**src/rtl/dfm_pkg.sv**
```systemverilog
// Shared types and constants for the frequency-meter control path.
// Latency: none, declarations only.
// Backpressure: none, declarations only.
package dfm_pkg;

  // Gate sequencer states; encoding is fixed so debug reads stay stable.
  typedef enum logic [2:0] {
    IDLE  = 3'd0,
    ARM   = 3'd1,
    GATE  = 3'd2,
    CLOSE = 3'd3,
    LATCH = 3'd4
  } gate_state_t;

  // One second at 100 MHz without a signal edge counts as "no signal".
  localparam logic [31:0] TMO_CYC_DEF = 32'd100_000_000;

  // SPI command codes, shared with the SPI command decoder.
  localparam logic [7:0] CONF_WR = 8'h2a;
  localparam logic [7:0] INFO_RD = 8'h3a;
  localparam logic [7:0] DATA_RD = 8'h3b;

endpackage

```
**src/rtl/gate_timer.sv**
```systemverilog
// Saturating up-counter with synchronous clear and a terminal-count compare.
// Latency: count updates one cycle after en_i; tc_o is combinational from the count.
// Backpressure: none; en_i simply pauses the count.
module gate_timer #(
  parameter int W = 32
) (
  input  logic         clk_i,
  input  logic         rst_n_i,
  input  logic         clr_i,
  input  logic         en_i,
  input  logic [W-1:0] term_i,
  output logic         tc_o
);

  logic [W-1:0] cnt_q;

  // Count enabled cycles from zero; clear wins over enable and the count parks at all-ones.
  always_ff @(posedge clk_i or negedge rst_n_i) begin
    if (!rst_n_i) begin
      cnt_q <= '0;
    end else if (clr_i) begin
      cnt_q <= '0;
    end else if (en_i && (cnt_q != '1)) begin
      cnt_q <= cnt_q + W'(1);
    end
  end

  assign tc_o = (cnt_q == term_i);

endmodule

```
**src/rtl/gate_seq.sv**
```systemverilog
// Measurement gate sequencer: arms on start, gates for gate_time cycles between signal edges, then latches.
// Latency: every output is registered and moves one cycle after the input event that causes it.
// Backpressure: rd_busy_i holds the sequencer in LATCH; stop_i aborts from any busy state.
module gate_seq
  import dfm_pkg::*;
#(
  parameter int          GATE_W  = 32,
  parameter int          TMO_W   = 32,
  parameter logic [31:0] TMO_CYC = TMO_CYC_DEF
) (
  input  logic              clk_i,
  input  logic              rst_n_i,
  input  logic              start_i,
  input  logic              stop_i,
  input  logic              mode_i,
  input  logic [GATE_W-1:0] gate_time_i,
  input  logic              sig_edge_i,
  input  logic              rd_busy_i,
  output logic              gate_o,
  output logic              clr_o,
  output logic              latch_o,
  output logic              busy_o,
  output logic              done_o,
  output logic              timeout_o
);

  // Compare value is the last allowed count, so a stall lasts exactly TMO_CYC cycles.
  localparam logic [TMO_W-1:0] TMO_TERM = TMO_W'(TMO_CYC) - TMO_W'(1);

  gate_state_t       state_q;
  logic [GATE_W-1:0] gate_time_q;
  logic [GATE_W-1:0] gate_time_eff;
  logic [GATE_W-1:0] gate_term;
  logic              gate_run;
  logic              tmo_run;
  logic              gate_tc;
  logic              tmo_tc;

  // A zero gate length would never match the counter, so it is promoted to one cycle.
  assign gate_time_eff = (gate_time_i == '0) ? GATE_W'(1) : gate_time_i;
  assign gate_term     = gate_time_q - GATE_W'(1);

  // Counters run only in their own states and sit cleared otherwise, so each starts at zero on entry.
  assign gate_run = (state_q == GATE);
  assign tmo_run  = (state_q == ARM) || (state_q == CLOSE);

  gate_timer #(.W(GATE_W)) u_gate_cnt (
    .clk_i   (clk_i),
    .rst_n_i (rst_n_i),
    .clr_i   (!gate_run),
    .en_i    (gate_run),
    .term_i  (gate_term),
    .tc_o    (gate_tc)
  );

  gate_timer #(.W(TMO_W)) u_tmo_cnt (
    .clk_i   (clk_i),
    .rst_n_i (rst_n_i),
    .clr_i   (!tmo_run),
    .en_i    (tmo_run),
    .term_i  (TMO_TERM),
    .tc_o    (tmo_tc)
  );

  // Sequencer state and all registered outputs; stop_i outranks every other event.
  always_ff @(posedge clk_i or negedge rst_n_i) begin
    if (!rst_n_i) begin
      state_q     <= IDLE;
      gate_time_q <= GATE_W'(1);
      gate_o      <= 1'b0;
      clr_o       <= 1'b0;
      latch_o     <= 1'b0;
      busy_o      <= 1'b0;
      done_o      <= 1'b0;
      timeout_o   <= 1'b0;
    end else begin
      clr_o   <= 1'b0;
      latch_o <= 1'b0;
      if (stop_i) begin
        if (state_q != IDLE) begin
          state_q   <= IDLE;
          gate_o    <= 1'b0;
          busy_o    <= 1'b0;
          done_o    <= 1'b0;
          timeout_o <= 1'b0;
        end
      end else begin
        case (state_q)
          IDLE: begin
            if (start_i) begin
              state_q     <= ARM;
              gate_time_q <= gate_time_eff;
              busy_o      <= 1'b1;
              clr_o       <= 1'b1;
              done_o      <= 1'b0;
              timeout_o   <= 1'b0;
            end
          end
          ARM: begin
            if (sig_edge_i) begin
              state_q <= GATE;
              gate_o  <= 1'b1;
            end else if (tmo_tc) begin
              state_q   <= LATCH;
              timeout_o <= 1'b1;
            end
          end
          GATE: begin
            if (gate_tc) begin
              state_q <= CLOSE;
            end
          end
          CLOSE: begin
            if (sig_edge_i) begin
              state_q <= LATCH;
              gate_o  <= 1'b0;
            end else if (tmo_tc) begin
              state_q   <= LATCH;
              gate_o    <= 1'b0;
              timeout_o <= 1'b1;
            end
          end
          LATCH: begin
            if (!rd_busy_i) begin
              latch_o <= 1'b1;
              done_o  <= 1'b1;
              if (mode_i) begin
                state_q     <= ARM;
                gate_time_q <= gate_time_eff;
                clr_o       <= 1'b1;
                timeout_o   <= 1'b0;
              end else begin
                state_q <= IDLE;
                busy_o  <= 1'b0;
              end
            end
          end
          default: begin
            state_q <= IDLE;
            gate_o  <= 1'b0;
            busy_o  <= 1'b0;
          end
        endcase
      end
    end
  end

endmodule

```
**config.mk**
```make
export PLATFORM = sky130hd
export DESIGN_NAME = gate_seq
export DESIGN_NICKNAME = d
export VERILOG_FILES = /design/src/rtl/dfm_pkg.sv /design/src/rtl/gate_timer.sv /design/src/rtl/gate_seq.sv
export SDC_FILE = /design/constraint.sdc
export NUM_CORES = 1
export LEC_CHECK = 0
export BUFFER_PORTS_ARGS = -buffer_cell sky130_fd_sc_hd__clkbuf_2
export CELL_PAD_IN_SITES_DETAIL_PLACEMENT = 2
export CELL_PAD_IN_SITES_GLOBAL_PLACEMENT = 2
export CORE_UTILIZATION = 30
export CTS_CLUSTER_DIAMETER = 200
export DETAILED_ROUTE_END_ITERATION = 10
export GPL_ROUTABILITY_DRIVEN = 0
export GPL_TIMING_DRIVEN = 0
export PLACE_DENSITY = 0.72
export SLEW_MARGIN = 20
export SYNTH_ARGS = -nofsm -noshare
export SYNTH_HDL_FRONTEND = slang
export SYNTH_SLANG_ARGS = --single-unit
```
**constraint.sdc**
```tcl
create_clock -name clk_i -period 2.65 [get_ports clk_i]
set_input_delay 0 -clock clk_i [delete_from_list [all_inputs] [get_ports clk_i]]
set_output_delay 0 -clock clk_i [all_outputs]
set_load 0.005 [all_outputs]
```
==> impl_results.md <==
* Placed cells at 963
* Core area at 19700 um2
* # nets final at 785
* Routed length per instance at 20.7 um
* Hold Startpoint: start_i
* Final Max Slew Viols at 0
* LEAKAGE at 2.87 nW
* 1st-pass router iterations at 4
* Via/cell ratio at 5.38
* Worst vdd ir at 0.000205 V
* Worst Tran Pin Value at 0.767 ns
* Final Hold Viols at 0
* Die area at 21000 um2
* CTS tree: yes
* Global route overflow at 0
* Final worst slack at -0.232 ns
* Max transition margin at 48.5%
* Status: complete, but fails checks
* Detailed Route WL at 21.0 mm
* Routed Antenna Nets at 0
* Main combinational cell family by area after synthesis: simple AND/OR/NAND/NOR gates
* Synth Area in Simple Gates at 26.2%
* Data required, critical path at 2.90 ns
* Worst path bufs/invs at 2
* Worst R2R Setup Slack at -0.23 ns
* Netlist cell types at 59
* Reg2reg path depth at 10
* Worst R2R End: state_q[0]
* Asr flop ratio synth at 100%
* Hold Path Stages at 4
* Final Skew at 0.00623 ns
* Crit path kind: reg -> reg
* First-pass GRT wire length at 34.3 mm
* Maximum clock insertion buffer count at 2
* Worst-skew pair later-pin latency at 0.36 ns
* Final setup vio count at 1
* Area post-placement at 6750 um2
* PortBufs at 43
* Final Cell Area at 7620 um2
* CP startpoint kind: flip-flop
* Xor/xnor share of the synthesized area at 12.3%
* Post-synthesis register bit count at 105
* Root Driver: clkbuf_16
* Fin crit share at 109%
* Min Tclk post-route at 2.88 ns
* Row cnt at 51
* Detail Placement HPWL at 14.3 mm
* Crit Reg-Reg Startpoint: gate_time_q[1]
* Non-Filler Instances at 1016
* Post-synthesis adder-cell area fraction at 0.612%
* Die width at 145 um
* Setup tns final at -0.232 ns
* Cell Area, Synth at 6130 um2
* Worst Path Max Fanout at 8
* Mapped Cells at 653
* Mux contribution to synthesized area at 6.00%
* Hold endpoint: done_o
* DRC viols at 0
* Crit. End Element: flip-flop
* Maximum level of the CTS H-tree at 3
* Hold slack at 0.0153 ns
* CP max stage cell: or4b_4
* Pin count of the biggest net entering global routing at 86
* 1st-iter DRT viols at 225
* Num CTS Buffers at 9
* Total of max-cap violations at 0
* Pwr/cell area at 595 nW/um2
* Via count at 5466
* Clock Pin Slew Worst Setup and Hold Paths at 0.07 ns
* Max Clock Freq at 347 MHz
* Yosys warning count at 0
* Violations in the final reports: negative setup slack
* Starting Density at 31.1%
* Initial antenna violation count at 3
* Clock Sinks at 105
* Layout cells sized above 1 at 20.1%
* Area delta synth->final at 24.2%
* Compound-Gate Fraction of Synth Area at 9.35%
* Critical path cell sequence: inv_2 > ha_4 > or4b_4 > or3_4 > buf_8 > or4_1 > o41a_1 > a2bb2oi_2 > o21ai_2 > o31ai_2
* Vias in the first global route at 6289
* Worst path max stage delay at 0.53 ns
* Total track usage at 20.6%
* Utilization after layout at 38.6%
* RSZ-0062 raised after global routing: true
* I/O pin cnt at 45
* Min-delay worst type: in -> reg
* Top delay family on crit path: simple AND/OR/NAND/NOR gates
* Syn Nets at 695
* Register area share after synthesis at 42.9%
* EDFF count, synth at 0
* Syn_area_per_cell at 9.39 um2
* Die Y at 145 um
* Primary FF master, synth: dfrtp_1
* Crit path arrival time at 3.13 ns
[cell type report]
class | count | area [um2]
plain buffers | 20 | 97.6
clock buffers | 14 | 264
clock inverters | 2 | 60.1
fillers | 2083 | 12100
well taps | 265 | 332
inverters | 11 | 41.3
multi-input cells | 510 | 3530
flip-flops and latches | 105 | 2630
repair buffers | 86 | 647
diodes | 3 | 7.51
[registers in the layout, summed over array words and instances (netlist names), 3 cells and up]
signal            flops
state_q               3
u_tmo_cnt.cnt_q      32
u_gate_cnt.cnt_q     32
gate_time_q          32
[routing by layer]
| layer | global-route usage, % | share of wire (%) | vias up |
|---|---|---|---|
| met5 | 0 | 0 | - |
| met4 | 8.99 | 2.7 | 0 |
| met3 | 2.77 | 1.8 | 36 |
| met2 | 38.4 | 54 | 56 |
| met1 | 23.1 | 41 | 2824 |
| li1 | - | - | 2550 |
[per-stage QoR]
stage,worst slack (ns),total power [mW]
3_3_place_gp,-0.479,2.83
4_1_cts,-0.185,4.52
3_5_place_dp,-0.506,2.91
6_report,-0.232,4.53
5_1_grt,-0.312,4.74
2_1_floorplan,-0.0243,2.56
[placed cells by master (no fill, tap or decap), types with 4 or more instances in the layout]
master	synthesis	final
nor3_2	1	4
and3_1	6	6
a21oi_1	27	27
nor4b_1	6	4
nand2_1	37	37
nor4_2	0	6
nor3_1	25	19
or2_2	4	4
or4_1	9	7
mux2_2	30	30
nand3b_1	4	4
nand3_1	32	29
o21a_1	8	8
dlygate4sd3_1	0	33
and4_2	0	4
dfrtp_1	104	100
clkbuf_1	22	18
or3_1	16	15
inv_1	11	9
and4_1	12	8
buf_4	0	8
nor2_1	78	78
nand4_1	21	21
clkbuf_2	0	43
clkbuf_16	0	9
nand2b_1	5	5
nor4_1	25	19
dfrtp_2	0	4
o21ai_0	24	23
xor2_1	43	43
and2_1	4	4
xnor2_1	43	43
nor2b_1	4	4
[worst reg2reg max path, delay by kind of cell, from the launching register on]
| family | cells | cell delay [ns] |
|---|---|---|
| AND/OR/NAND/NOR | 3 | 1.29 |
| AO/OA/AOI/OAI | 4 | 0.69 |
| flip-flops | 1 | 0.39 |
| buffers and inverters | 2 | 0.23 |
| adder cells (fa/ha/maj) | 1 | 0.16 |
[cell families (layout without fill, tap and decap cells)]
logic type      after synthesis  count (layout)
buf+inv                      38             133
fa+ha+maj                     3               3
xor+xnor                     86              86
mux                          33              33
flops                       105             105
simple gates                299             299
compound gates               89              89
other cells                   0               3
[where the power goes]
| part | total (mW) | internal [mW] | switching (mW) |
|---|---|---|---|
| logic | 1.02 | 0.479 | 0.538 |
| clock network | 1.51 | 0.883 | 0.625 |
| registers | 2.00 | 1.76 | 0.245 |
[synth_stat cells (2+ instances only)]
| master | number | area (um2) |
|---|---|---|
| a2bb2oi_1 | 2 | 17.5 |
| and4_1 | 12 | 105 |
| nor4b_1 | 6 | 52.6 |
| nand3_1 | 32 | 160 |
| or2_2 | 4 | 25.0 |
| mux2_2 | 30 | 338 |
| nor4_1 | 25 | 156 |
| buf_2 | 3 | 15.0 |
| nand2b_1 | 5 | 31.3 |
| a21boi_0 | 3 | 22.5 |
| nor3b_1 | 2 | 15.0 |
| buf_6 | 2 | 22.5 |
| or3_1 | 16 | 100 |
| o21ai_0 | 24 | 120 |
| or4_1 | 9 | 67.6 |
| mux2i_1 | 3 | 30.0 |
| a211oi_1 | 3 | 22.5 |
| or4b_2 | 2 | 20.0 |
| o41a_1 | 3 | 33.8 |
| o211ai_1 | 2 | 15.0 |
| dfrtp_1 | 104 | 2600 |
| ha_1 | 3 | 37.5 |
| a21oi_1 | 27 | 135 |
| and2_1 | 4 | 25.0 |
| clkbuf_1 | 22 | 82.6 |
| xor2_1 | 43 | 377 |
| nor2b_1 | 4 | 25.0 |
| a31oi_1 | 2 | 12.5 |
| xnor2_1 | 43 | 377 |
| nand3b_1 | 4 | 30.0 |
| nand4_1 | 21 | 131 |
| o21a_1 | 8 | 60.1 |
| nand2_1 | 37 | 139 |
| nor3_1 | 25 | 125 |
| and3_1 | 6 | 37.5 |
| inv_1 | 11 | 41.3 |
| o31ai_1 | 2 | 15.0 |
| nor2_1 | 78 | 293 |
[worst max-delay path by stage]
stage / start / endpoint / slack, ns / depth (start not counted)
floorplan: gate_time_q[1] / state_q[0] / -0.02 / 11
global placement: gate_time_q[1] / state_q[0] / -0.48 / 11
detailed placement: gate_time_q[2] / state_q[0] / -0.51 / 8
CTS: gate_time_q[1] / state_q[0] / -0.18 / 10
global route: gate_time_q[1] / state_q[0] / -0.31 / 10
finish: gate_time_q[1] / state_q[0] / -0.23 / 10
[repair_timing]
item,in CTS,in global routing
endpoints found under the hold margin,136,0
buffers inserted,8,0
resized for setup,24,19
hold buffers,33,0
gates cloned,0,0
pin swaps,9,3
setup endpoints to repair,34,19
Note: power is estimated with default switching activity, not from simulation.
